`config.mk`:
```
export PLATFORM = sky130hd
export DESIGN_NAME = isi_channel_fir
export DESIGN_NICKNAME = d
export VERILOG_FILES = /design/src/rtl/isi_channel_fir.sv
export SDC_FILE = /design/constraint.sdc
export NUM_CORES = 1
export LEC_CHECK = 0
export CORE_MARGIN = 3
export CORE_UTILIZATION = 35
export CTS_BUF_LIST = sky130_fd_sc_hd__clkbuf_16
export CTS_CLUSTER_SIZE = 20
export DETAILED_ROUTE_END_ITERATION = 6
export HOLD_SLACK_MARGIN = 0.15
export SLEW_MARGIN = 20
export SYNTH_ARGS = -nofsm -noshare
export SYNTH_HDL_FRONTEND = slang
export SYNTH_SLANG_ARGS = --single-unit
```
`constraint.sdc`:
```
create_clock -name clk -period 5.4 [get_ports clk]
set_input_delay 1.35 -clock clk [delete_from_list [all_inputs] [get_ports clk]]
set_output_delay 1.35 -clock clk [all_outputs]
set_load 0.05 [all_outputs]
```
`src/rtl/isi_channel_fir.sv`:
```
// Linear ISI channel model: a TAPS-long FIR over PAM samples with a valid/ready stream,
// a two-stage pipeline and a drain/load/flush sequence for replacing the pulse response.
module isi_channel_fir #(
  parameter int TAPS              = 4,
  parameter int SIGNAL_RESOLUTION = 8,
  parameter int COEF_WIDTH        = 8,
  parameter int COEF_FRAC         = 6
) (
  input  logic                                clk,
  input  logic                                rst,
  input  logic signed [SIGNAL_RESOLUTION-1:0] signal_in,
  input  logic                                signal_in_valid,
  output logic                                signal_in_ready,
  output logic signed [SIGNAL_RESOLUTION-1:0] signal_out,
  output logic                                signal_out_valid,
  input  logic                                signal_out_ready,
  input  logic                                cfg_start,
  input  logic                                coef_wr_en,
  input  logic        [$clog2(TAPS)-1:0]      coef_addr,
  input  logic signed [COEF_WIDTH-1:0]        coef_data,
  input  logic                                cfg_done,
  output logic                                busy,
  output logic        [15:0]                  sat_count
);
  localparam int SR    = SIGNAL_RESOLUTION;
  localparam int AW    = $clog2(TAPS);
  localparam int PW    = SR + COEF_WIDTH;
  localparam int ACC_W = PW + AW;

  localparam logic signed [ACC_W-1:0]      RND      = ACC_W'(1) << (COEF_FRAC - 1);
  localparam logic signed [ACC_W-1:0]      OUT_MAX  = (ACC_W'(1) << (SR - 1)) - ACC_W'(1);
  localparam logic signed [ACC_W-1:0]      OUT_MIN  = -(ACC_W'(1) << (SR - 1));
  localparam logic signed [COEF_WIDTH-1:0] COEF_ONE = COEF_WIDTH'(1) << COEF_FRAC;

  typedef enum logic [1:0] {RUN, DRAIN, LOAD, FLUSH} state_t;
  state_t state_q, state_d;

  logic signed [COEF_WIDTH-1:0] coef_q [TAPS];
  logic signed [SR-1:0]         hist_q [TAPS-1];
  logic signed [PW-1:0]         prod_q [TAPS];
  logic signed [PW-1:0]         prod_d [TAPS];
  logic                         s1_valid_q;
  logic signed [SR-1:0]         out_q;
  logic                         out_valid_q;
  logic                         out_sat_q;
  logic [15:0]                  sat_cnt_q;

  logic advance, in_fire, out_fire;
  assign advance         = !out_valid_q || signal_out_ready;
  assign signal_in_ready = advance && (state_q == RUN) && !rst;
  assign in_fire         = signal_in_valid && signal_in_ready;
  assign out_fire        = out_valid_q && signal_out_ready;

  assign signal_out       = out_q;
  assign signal_out_valid = out_valid_q;
  assign busy             = (state_q != RUN);
  assign sat_count        = sat_cnt_q;

  // Tap 0 multiplies the sample being accepted; tap k the (k-1)-th stored one.
  generate
    for (genvar gi = 0; gi < TAPS; gi++) begin : g_prod
      logic signed [SR-1:0] tap_x;
      if (gi == 0) begin : g_new
        assign tap_x = signal_in;
      end else begin : g_old
        assign tap_x = hist_q[gi-1];
      end
      assign prod_d[gi] = PW'(tap_x) * PW'(coef_q[gi]);
    end
  endgenerate

  logic signed [ACC_W-1:0] acc_sum, acc_rnd, acc_shr;
  logic signed [SR-1:0]    sat_val;
  logic                    sat_flag;

  always_comb begin
    acc_sum = '0;
    for (int k = 0; k < TAPS; k++) begin
      acc_sum = acc_sum + ACC_W'(prod_q[k]);
    end
    acc_rnd  = acc_sum + RND;
    acc_shr  = acc_rnd >>> COEF_FRAC;
    sat_flag = 1'b0;
    sat_val  = SR'(acc_shr);
    if (acc_shr > OUT_MAX) begin
      sat_val  = SR'(OUT_MAX);
      sat_flag = 1'b1;
    end else if (acc_shr < OUT_MIN) begin
      sat_val  = SR'(OUT_MIN);
      sat_flag = 1'b1;
    end
  end

  always_comb begin
    state_d = state_q;
    case (state_q)
      RUN:     if (cfg_start) state_d = DRAIN;
      DRAIN:   if (!s1_valid_q && !out_valid_q) state_d = LOAD;
      LOAD:    if (cfg_done) state_d = FLUSH;
      FLUSH:   state_d = RUN;
      default: state_d = RUN;
    endcase
  end

  always_ff @(posedge clk or posedge rst) begin
    if (rst) begin
      state_q     <= RUN;
      s1_valid_q  <= 1'b0;
      out_q       <= '0;
      out_valid_q <= 1'b0;
      out_sat_q   <= 1'b0;
      sat_cnt_q   <= '0;
      for (int k = 0; k < TAPS - 1; k++) hist_q[k] <= '0;
      for (int k = 0; k < TAPS; k++) begin
        prod_q[k] <= '0;
        coef_q[k] <= (k == 0) ? COEF_ONE : '0;
      end
    end else begin
      state_q <= state_d;

      if (state_q == FLUSH) begin
        for (int k = 0; k < TAPS - 1; k++) hist_q[k] <= '0;
      end else if (in_fire) begin
        hist_q[0] <= signal_in;
        for (int k = TAPS - 2; k > 0; k--) hist_q[k] <= hist_q[k-1];
      end

      // Addresses beyond the last tap match no entry and are dropped.
      if (state_q == LOAD && coef_wr_en) begin
        for (int k = 0; k < TAPS; k++) begin
          if (coef_addr == AW'(k)) coef_q[k] <= coef_data;
        end
      end

      if (advance) begin
        s1_valid_q  <= in_fire;
        out_valid_q <= s1_valid_q;
        if (in_fire) begin
          for (int k = 0; k < TAPS; k++) prod_q[k] <= prod_d[k];
        end
        if (s1_valid_q) begin
          out_q     <= sat_val;
          out_sat_q <= sat_flag;
        end
      end

      if (state_q == FLUSH) begin
        sat_cnt_q <= '0;
      end else if (out_fire && out_sat_q && sat_cnt_q != 16'hFFFF) begin
        sat_cnt_q <= sat_cnt_q + 16'd1;
      end
    end
  end
endmodule

```
==> flow_summary.json, run 1 <==
{
  "outcome": "complete, no violations",
  "io_buffers": 51,
  "endpoint_kind": "flip-flop",
  "hold_class": "reg -> reg",
  "hold_violations": 0,
  "die_area_mm2": 0.05180,
  "post_cts_buffers": 0,
  "synthTopCellsByArea": "fa_1 (29%), dfrtp_1 (22%), ha_1 (11%)",
  "final_max_slew_viol_count": 0,
  "viasPerCell": 4.695,
  "grt_pass1_vias": 12770,
  "synth_common_cells": "inv_1 (349), fa_1 (252), nand2_1 (215), ha_1 (151), dfrtp_1 (148)",
  "drive_above_1_share_pct": 7.973,
  "cts.path.max_buffers": 2,
  "netlist.area_leader.share_pct": 29.35,
  "cts_tree": "done",
  "cp-start-kind": "primary input",
  "maxSlewHeadroom_pct": 38.82,
  "drt-wirelength-per-cell_um": 16.08,
  "dp_hpwl_mm": 33.69,
  "seq_area_frac_synth_pct": 21.70,
  "crit_arrival_ps": 5570,
  "grt_pass1_wl_mm": 68.38,
  "clock_latency_ps": 460,
  "post-place-ws_ps": -647.4,
  "yosysMostFrequentCell": "inv_1",
  "dieWidth_um": 227.6,
  "cp_max_fo": 4,
  "grt_start_max_net_pins": 69,
  "netlist_instances": 1804,
  "clock_sinks": 149,
  "gp_congestion": 0.8697,
  "drt_wl_total_mm": 41.00,
  "yosys_warnings": 0,
  "synthToLayoutAreaGrowth_pct": 13.23,
  "yosys.area.top_type": "fa_1",
  "chipHeight_um": 227.6,
  "worst_slew_pin_slew_ps": 917.7,
  "synth_edf_count": 0,
  "finalSetupViolCount": 0,
  "synth.cell_area_mm2": 0.01719,
  "syn_avg_cell_area_um2": 9.528,
  "crit_required_ps": 5710,
  "antenna_found_initial": 1,
  "diodes": 0,
  "drtIter0Drc": 663,
  "grtUsageTotal_pct": 16.94,
  "max_freq_ghz": 0.1902,
  "detail-route-antenna-nets": 0,
  "cts_made_buffers": 17,
  "h-tree-depth": 4,
  "clkTransAtPathRegs_ps": 70,
  "synthesis.nets": 2232,
  "fin_crit_sh_pct": 97.35,
  "drc_errors": 0,
  "grt.overflow.total": 0,
  "initial_utilization_pct": 35.70,
  "n_fill_cell": 4724,
  "ys.flop_type": "dfrtp_1",
  "clock_skew_ps": 11.38,
  "final_nets": 2309,
  "r2r.worst_path.cells": 16,
  "cts_root_buf": "clkbuf_16",
  "rows": 80,
  "hold_depth": 2,
  "pin_count": 52,
  "layout_min_cycle_time_ps": 5257,
  "synth_cell_types": 56,
  "drt_first_pass_iters": 5,
  "core_mm2": 0.04815,
  "ys_async_sr_fraction_pct": 100.0,
  "worstSetupPathType": "in -> reg",
  "max_cap_viol_count": 0,
  "fin_ws_ps": 143.3,
  "ys_seq_elements": 149,
  "vias": 11970
}
worst max-delay path, stage by stage:
cell and delay [ps]:
clkdlybuf4s50_1 460, and2_1 190, ha_1 270, inv_1 50, fa_1 480, fa_1 520, fa_1 560, inv_1 50
ha_1 300, buf_4 160, a21oi_4 130, nor2b_1 90, nor4_2 310, o31ai_2 110, o41ai_2 310, xnor2_1 160
o21ai_1 70
placed cells by master, fill, tap and decap left out, types with 47 or more instances in the layout:
cell type        count
fa_1               250
and2_1             145
ha_1               151
inv_1              347
xnor2_1             50
a21oi_1             50
clkdlybuf4s50_1     47
nand2_1            214
o21ai_0             73
buf_4               56
dfrtp_1            148
nor2_1              52
area by class of cell:
cell class	instances	area (um2)	area share, %
Clock buffer	17	425.4	2.186
Timing Repair Buffer	108	960.9	4.938
Multi-Input combinational cell	1256	12030	61.80
Clock inverter	15	182.7	0.9387
Tap cell	656	820.8	4.218
Sequential cell	149	3730	19.17
Inverter	349	1315	6.757
cell families after synthesis:
family,count (synthesis),share of synthesized area [%]
flip-flops,149,21.70
AND/OR/NAND/NOR,536,15.49
XOR/XNOR,76,3.873
AO/OA/AOI/OAI,205,7.556
multiplexers,36,2.322
adder cells (fa/ha/maj),403,40.34
buffers and inverters,399,8.714
repair_timing:
item | 4_1_cts | 5_1_grt
endpoints found under the setup margin | 4 | 6
resized for setup | 4 | 18
pin swaps | 0 | 10
hold buffers | 0 | 0
metrics by stage:
stage | setup TNS (ps) | std cells | area, um2 | util [%] | hold WS [ps]
after CTS | 0 | 2550 | 19410 | 40.31 | 476.4
after floorplan | 0 | 1804 | 17190 | - | 438.4
after global routing | -15.94 | 2550 | 19460 | 40.42 | 493.6
after detailed placement | -3269 | 2518 | 18790 | 39.02 | 462.2
after global placement | -2404 | 2518 | 18790 | 39.02 | 454.5
final | 0 | 2550 | 19460 | 40.42 | 474.8
registers in the layout, summed over array words and instances, names as in the netlist:
| name | flops |
|---|---|
| prod_q | 64 |
| coef_q | 32 |
| g_prod.tap_x | 24 |
| sat_count | 16 |
| signal_out | 8 |
| state_q | 2 |
| out_sat_q | 1 |
| s1_valid_q | 1 |
| signal_out_valid | 1 |
routing by layer:
metal / share of wire [%] / track usage, %
met5: 0 / 0
met4: 1.9 / 4.028
met3: 4.7 / 3.701
met2: 46 / 27.63
met1: 47 / 23.15
final timing paths:
kind / start / endpoint / slack (ps)
min in group asynchronous: rst / state_q[0]$_DFFE_PP0P_ / 1400
setup / recovery: signal_in[6] / prod_q[63]$_DFFE_PP0P_ / 140
hold / removal: prod_q[48]$_DFFE_PP0P_ / prod_q[48]$_DFFE_PP0P_ / 470
setup reg to reg: g_prod[2].tap_x[3]$_DFFE_PP0P_ / prod_q[30]$_DFFE_PP0P_ / 500
hold reg to reg: prod_q[48]$_DFFE_PP0P_ / prod_q[48]$_DFFE_PP0P_ / 470
max in group asynchronous: rst / g_prod[1].tap_x[3]$_DFFE_PP0P_ / 2980
Power of run 1 is left out: the tool's default activity adds up to more than one toggle a clock period on the data nets, which glitch-free logic cannot reach.
==> run 2, diff against run 1 <==
==> constraint.sdc (replaced) <==
create_clock -name clk -period 6.85 [get_ports clk]
set_input_delay 1.7125 -clock clk [delete_from_list [all_inputs] [get_ports clk]]
set_output_delay 1.7125 -clock clk [all_outputs]
set_load 0.05 [all_outputs]
==> run 2 against run 1 <==
First-iteration DRC count shrank 0.60%; die area stayed put; clock skew is 1.6 ps higher; utilization is 1.0 points lower; non-clock buffer count is 53 lower; routed wire length rose by 0.36%; register-to-register slack better by 1500 ps; flip-flop and latch count did not move; critical path depth unchanged; sequential share of layout area up 0.48 points; highest routed layer unchanged.
==> flow_summary.json, run 2 (synthesis gave the netlist of run 1 again) <==
{
  "drt_first_pass_iters": 5,
  "io_buffers": 51,
  "antenna_found_initial": 1,
  "final_area_mm2": 0.01898,
  "worst_slew_pin_slew_ps": 976.0,
  "final_cell_mix": "inv_1 (348), fa_1 (252), nand2_1 (214)",
  "finalSetupViolCount": 0,
  "hold_violations": 0,
  "h-tree-depth": 4,
  "synthToLayoutAreaGrowth_pct": 10.44,
  "cts.path.max_buffers": 2,
  "post_cts_buffers": 0,
  "initial_utilization_pct": 35.70,
  "worstSetupPathType": "in -> reg",
  "die_area_mm2": 0.05180,
  "pin_count": 52,
  "final_nets": 2256,
  "dp_hpwl_mm": 33.51,
  "largest_reg_flops": 64,
  "clkTransAtPathRegs_ps": 70,
  "cp-start-kind": "primary input",
  "maxSlewHeadroom_pct": 34.93,
  "drt-wirelength-per-cell_um": 16.47,
  "chipHeight_um": 227.6,
  "cts_root_buf": "clkbuf_16",
  "grt_start_max_net_pins": 106,
  "fin_crit_sh_pct": 88.20,
  "clock_sinks": 149,
  "clock_skew_ps": 12.99,
  "detail-route-antenna-nets": 0,
  "cts_resized": 0,
  "hold_class": "reg -> reg",
  "cts_tree": "done",
  "n_fill_cell": 4722,
  "grt_pass1_wl_mm": 67.74,
  "grt.overflow.total": 0,
  "drc_errors": 0,
  "drt_wl_total_mm": 41.15,
  "top_register": "prod_q",
  "max_freq_ghz": 0.1655,
  "grt_pass1_vias": 12540,
  "gp_congestion": 0.8393,
  "core_mm2": 0.04815,
  "vias": 11960,
  "final_max_slew_viol_count": 0,
  "hold_buffers": 0,
  "viasPerCell": 4.789,
  "drtIter0Drc": 659,
  "max_cap_viol_count": 0,
  "placement.cell_area_mm2": 0.01838,
  "drive_above_1_share_pct": 4.726,
  "clock_latency_ps": 450,
  "outcome": "complete, no violations",
  "grt_setup_unrepaired": "false",
  "grtUsageTotal_pct": 16.83,
  "cts_made_buffers": 17,
  "fin_util_pct": 39.43,
  "cp_max_fo": 9,
  "dieWidth_um": 227.6,
  "endpoint_kind": "flip-flop",
  "rows": 80,
  "mostFrequentLayoutCell": "inv_1",
  "setup_tns_ps": 0,
  "crit_required_ps": 7180,
  "layout_min_cycle_time_ps": 6042,
  "crit_arrival_ps": 6370
}
[run 2: changes by cell type in the layout (fill, tap and decap cells not counted), moves of 2 or more]
| cell | before | now |
|---|---|---|
| bufinv_16 | 2 | 0 |
| dlymetal6s2s_1 | 4 | 0 |
| fa_2 | 2 | 0 |
| o21ai_0 | 73 | 77 |
| clkdlybuf4s50_1 | 47 | 51 |
| a21boi_0 | 4 | 6 |
| o41ai_2 | 2 | 0 |
| fa_1 | 250 | 252 |
| buf_4 | 56 | 4 |
| o41ai_1 | 4 | 6 |
| o21ai_1 | 4 | 0 |
| clkinv_8 | 0 | 4 |
| a21oi_1 | 50 | 52 |
[run 2: stage by stage]
step                setup WS [ps]  hold slack, ps  instances
CTS                         829.6           471.8       2497
global route                436.5           493.6       2497
finish                      808.0           470.2       2498
detailed placement          352.2           456.3       2465
floorplan                    1131           438.4       1804
global placement            403.0           457.9       2465
[run 2: critical path: stages]
cell	delay [ps]
clkdlybuf4s50_1	570
and2_1	240
fa_1	420
inv_1	90
fa_1	410
fa_1	480
fa_1	540
inv_1	40
ha_1	330
nor2b_1	140
o21ai_0	210
a21boi_0	150
o21ai_0	220
a21boi_0	180
o41ai_1	340
mux2i_1	230
nand3_1	80
[run 2: area by class of cell]
| class | instances | area, um2 | share of cell area [%] |
|---|---|---|---|
| diodes | 1 | 2.502 | 0.01318 |
| clock buffers | 17 | 425.4 | 2.241 |
| clock inverters | 15 | 172.7 | 0.9096 |
| inverters | 349 | 1315 | 6.928 |
| multi-input cells | 1256 | 11980 | 63.09 |
| flip-flops and latches | 149 | 3730 | 19.65 |
| well taps | 656 | 820.8 | 4.324 |
| repair buffers | 55 | 540.5 | 2.848 |
[run 2: metal layers]
metal  vias to the layer above  wire, um  track usage (%)
met2                       223     19210            27.54
met3                        36      1811            3.069
li1                       5662         -                -
met1                      6041     19350            23.23
met4                         0       775            4.190
met5                         -         0                0
[run 2: path summary, 6_finish.rpt]
path | start | end | slack, ps | depth (start not counted)
min in group asynchronous | rst | state_q[0]$_DFFE_PP0P_ | 1890 | 2
setup / recovery | signal_in[1] | prod_q[62]$_DFFE_PP0P_ | 810 | 17
hold reg to reg | prod_q[48]$_DFFE_PP0P_ | prod_q[48]$_DFFE_PP0P_ | 470 | 2
setup reg to reg | g_prod[2].tap_x[5]$_DFFE_PP0P_ | prod_q[30]$_DFFE_PP0P_ | 1980 | 16
hold / removal | prod_q[48]$_DFFE_PP0P_ | prod_q[48]$_DFFE_PP0P_ | 470 | 2
max in group asynchronous | rst | coef_q[16]$_DFFE_PP0P_ | 3820 | 3
Power of run 2 is left out for the same reason.
==> patch 1: new RTL, settings of run 2 <==
Re-encode `state_t` (4 states) as one-hot, 4 bits wide.
--- a/src/rtl/isi_channel_fir.sv
+++ b/src/rtl/isi_channel_fir.sv
@@ -32,7 +32,7 @@
   localparam logic signed [ACC_W-1:0]      OUT_MIN  = -(ACC_W'(1) << (SR - 1));
   localparam logic signed [COEF_WIDTH-1:0] COEF_ONE = COEF_WIDTH'(1) << COEF_FRAC;
 
-  typedef enum logic [1:0] {RUN, DRAIN, LOAD, FLUSH} state_t;
+  typedef enum logic [3:0] {RUN = 4'b0001, DRAIN = 4'b0010, LOAD = 4'b0100, FLUSH = 4'b1000} state_t;
   state_t state_q, state_d;
 
   logic signed [COEF_WIDTH-1:0] coef_q [TAPS];
Formal check against the unedited RTL: same outputs for any inputs over 4 cycles, from zero or initial values and one cycle with rst high; so few cycles prove little.
==> patch 1 against run 2 <==
Clock skew up 0.0020 ns; count of clock-buffer cells in the layout unchanged; wire length is 5.0% lower; synthesized area hardly changed; final area about the same; sequential cell count rose by 2; sequential share of layout area increased by 0.26 points; setup slack better by 0.10 ns.
==> patch 1: results (changes against run 2) <==
Least-Margin Pin Slew: 1.10 ns (was 0.976 ns)
number of fill cells in the layout: 4,777 (was 4,722)
top cells by count, synth: 354 x inv_1, 252 x fa_1, 193 x nand2_1 (was 349 x inv_1, 252 x fa_1, 215 x nand2_1)
family with the most delay on the worst path: adder cells (unchanged)
reg2reg setup slack: 2.05 ns (was 1.98 ns)
highest-delay cell along the critical path: clkdlybuf4s50_1 (unchanged)
distinct cell type count after synthesis: 61 (was 56)
outcome: complete, no violations (unchanged)
reg2reg start: g_prod[1].tap_x[3] (was g_prod[2].tap_x[5])
Total Routing Usage GR: 0.162 (was 0.168)
Final nets: 2,243 (was 2,256)
first-pass GRT wire length: 65.7 mm (was 67.7 mm)
met3 wire len: 1.52 mm (was 1.81 mm)
post-synthesis sequential area ratio: 0.220 (was 0.217)
Tot Pwr: 8.18 mW
Worst path max stage delay: 0.57 ns (about the same)
non-filler cells, final: 2,489 (was 2,498)
Final WS setup: 0.908 ns (was 0.808 ns)
GRT met1 Usage: 0.229 (was 0.232)
gpl congestion: 0.835 (was 0.839)
input/output buffers: 51 (unchanged)
M1 WL: 18.5 mm (was 19.3 mm)
Hold WS: 0.487 ns (was 0.470 ns)
largest net degree at the start of global routing: 70 (was 106)
layout cells sized above 1: 0.0540 (was 0.0473)
Clock transition at path regs: 0.06 ns
Iter 0 DRT Violations: 638 (was 659)
crit path launch: signal_in[1] (unchanged)
Mapped Cells: 1,793 (was 1,804)
deepest clock path buffer count: 2 (unchanged)
Worst R2R Path Depth: 16 (unchanged)
Final HPWL DP: 31.8 mm (was 33.5 mm)
grt met2 use: 0.261 (was 0.275)
clock network power share: 0.116
Area Overhead vs Synth: 10.5% (was 10.4%)
worst clock skew: 0.0150 ns (was 0.0130 ns)
Placed Area: 18,400 sq um (about the same)
worst slack, placed: 0.427 ns (was 0.352 ns)
synth warn: 0 (unchanged)
reg-to-reg endpoint: prod_q[47] (was prod_q[30])
DRT Wirelength: 39.1 mm (was 41.2 mm)
# diodes: 0 (was 1)
Worst Path Arrival: 6.27 ns (was 6.37 ns)
DR vias: 11.7k (was 12.0k)
ys async rst share: 1.00 (unchanged)
HP Start: prod_q[45] (was prod_q[48])
wire length on met2: 18.3 mm (was 19.2 mm)
Hold EP: prod_q[45] (was prod_q[48])
met3 GRT Util: 0.0264 (was 0.0307)
Area contributors post-synth: fa_1 29%, dfrtp_1 22%, ha_1 11% (unchanged)
==> patch 1: changes by cell type in the layout (fill, tap and decap cells not counted), sizes merged, moves of 6 or more <==
cell    change
nand2b      +6
nand2      -22
and3       +10
nand3      +24
nor3b       -8
and2       +11
o21a        -8
o21ai       +9
a21oi      -26
nor3        -7
==> patch 1: kinds of logic after synthesis <==
| family | after synthesis | share of synthesized area |
|---|---|---|
| and+or+nand+nor | 548 | 0.162 |
| buffers and inverters | 404 | 0.0883 |
| adders and majority gates | 398 | 0.400 |
| AOI/OAI and AO/OA | 181 | 0.0676 |
| DFF | 151 | 0.220 |
| xor gates and xnor gates | 78 | 0.0402 |
| muxes | 33 | 0.0216 |
==> patch 1: area by class of cell <==
class | instances | share of cell area
sequential | 151 | 0.199
inverter | 354 | 0.0702
multi-input combinational | 1238 | 0.627
tap | 656 | 0.0432
clock inverter | 15 | 0.00863
timing repair buffer | 58 | 0.0297
clock buffer | 17 | 0.0224
==> patch 2: new RTL, flow settings as in run 2 <==
Without the edit above. `COEF_WIDTH`: 8 -> 10.
--- a/src/rtl/isi_channel_fir.sv
+++ b/src/rtl/isi_channel_fir.sv
@@ -3,7 +3,7 @@
 module isi_channel_fir #(
   parameter int TAPS              = 4,
   parameter int SIGNAL_RESOLUTION = 8,
-  parameter int COEF_WIDTH        = 8,
+  parameter int COEF_WIDTH        = 10,
   parameter int COEF_FRAC         = 6
 ) (
   input  logic                                clk,
Interface: changed (resized coef_data); port bits go from 52 to 54. The function was not compared with the original's and may differ.
==> patch 2 against run 2 <==
Sequential cell count up 16; wire length up 12%; setup slack worse by 0.16 ns; synthesized area up 16%; sequential share of layout area down 0.71 points; count of clock-buffer cells in the layout unchanged; synthesized cell count up 16%; via count up 14%; final area up 15%; largest cell class unchanged.
==> patch 2: results (changes against run 2) <==
input/output buffers: 53 (was 51)
Sequential Area: 4130 sq um (was 3730 sq um)
worst slack, placed: 0.184 ns (was 0.352 ns)
Inverters: 424 (was 349)
met3 GRT Util: 0.0315 (was 0.0307)
Final HPWL DP: 37.6 mm (was 33.5 mm)
CP Capture Point: prod_q[70] (was prod_q[62])
worst-path fanout max: 11 (was 9)
Total Routing Usage GR: 0.164 (was 0.168)
DRT Wirelength: 46.2 mm (was 41.2 mm)
crit path launch: signal_in[2] (was signal_in[1])
Tot Pwr: 11.2 mW
layout cells sized above 1: 0.0511 (was 0.0473)
largest net degree at the start of global routing: 166 (was 106)
DR vias: 13.7k (was 12.0k)
grt met2 use: 0.261 (was 0.275)
Vias/cell: 4.75 (was 4.79)
worst clock skew: 0.0132 ns (was 0.0130 ns)
Multi-In Gates: 1,449 (was 1,256)
Placed Area: 21,300 sq um (was 18,400 sq um)
Repair and plain buffers: 62 (was 55)
top cells by count, synth: 424 x inv_1, 304 x fa_1, 245 x nand2_1 (was 349 x inv_1, 252 x fa_1, 215 x nand2_1)
post-synthesis sequential area ratio: 0.208 (was 0.217)
outcome: complete, no violations (unchanged)
Hold EP: signal_out[7] (was prod_q[48])
# diodes: 0 (was 1)
Final nets: 2,621 (was 2,256)
Hold WS: 0.480 ns (was 0.470 ns)
[patch 2: cell families after synthesis]
family | count (synthesis) | share of synthesized area
flip-flops | 165 | 0.208
multiplexers | 41 | 0.0232
XOR/XNOR | 85 | 0.0374
buffers and inverters | 481 | 0.0909
adder cells (fa/ha/maj) | 475 | 0.413
AO/OA/AOI/OAI | 245 | 0.0750
AND/OR/NAND/NOR | 603 | 0.152
[patch 2: routing by layer]
metal | routed length [um] | up-vias
met4 | 1000 | 0
met2 | 20900 | 260
met5 | 0 | -
met3 | 2190 | 36
met1 | 22200 | 6873
li1 | - | 6509
[patch 2: critical path, cell delays in order]
cell	delay, ns
clkdlybuf4s50_1	0.60
and2_1	0.28
fa_1	0.42
inv_1	0.07
fa_1	0.43
fa_1	0.50
fa_1	0.49
inv_1	0.04
ha_1	0.31
nor2b_1	0.14
o21ai_0	0.18
a21oi_1	0.12
o21ai_0	0.22
a21oi_1	0.12
o21ai_0	0.25
a21oi_1	0.13
o21ai_0	0.22
xor2_1	0.16
o21ai_0	0.08
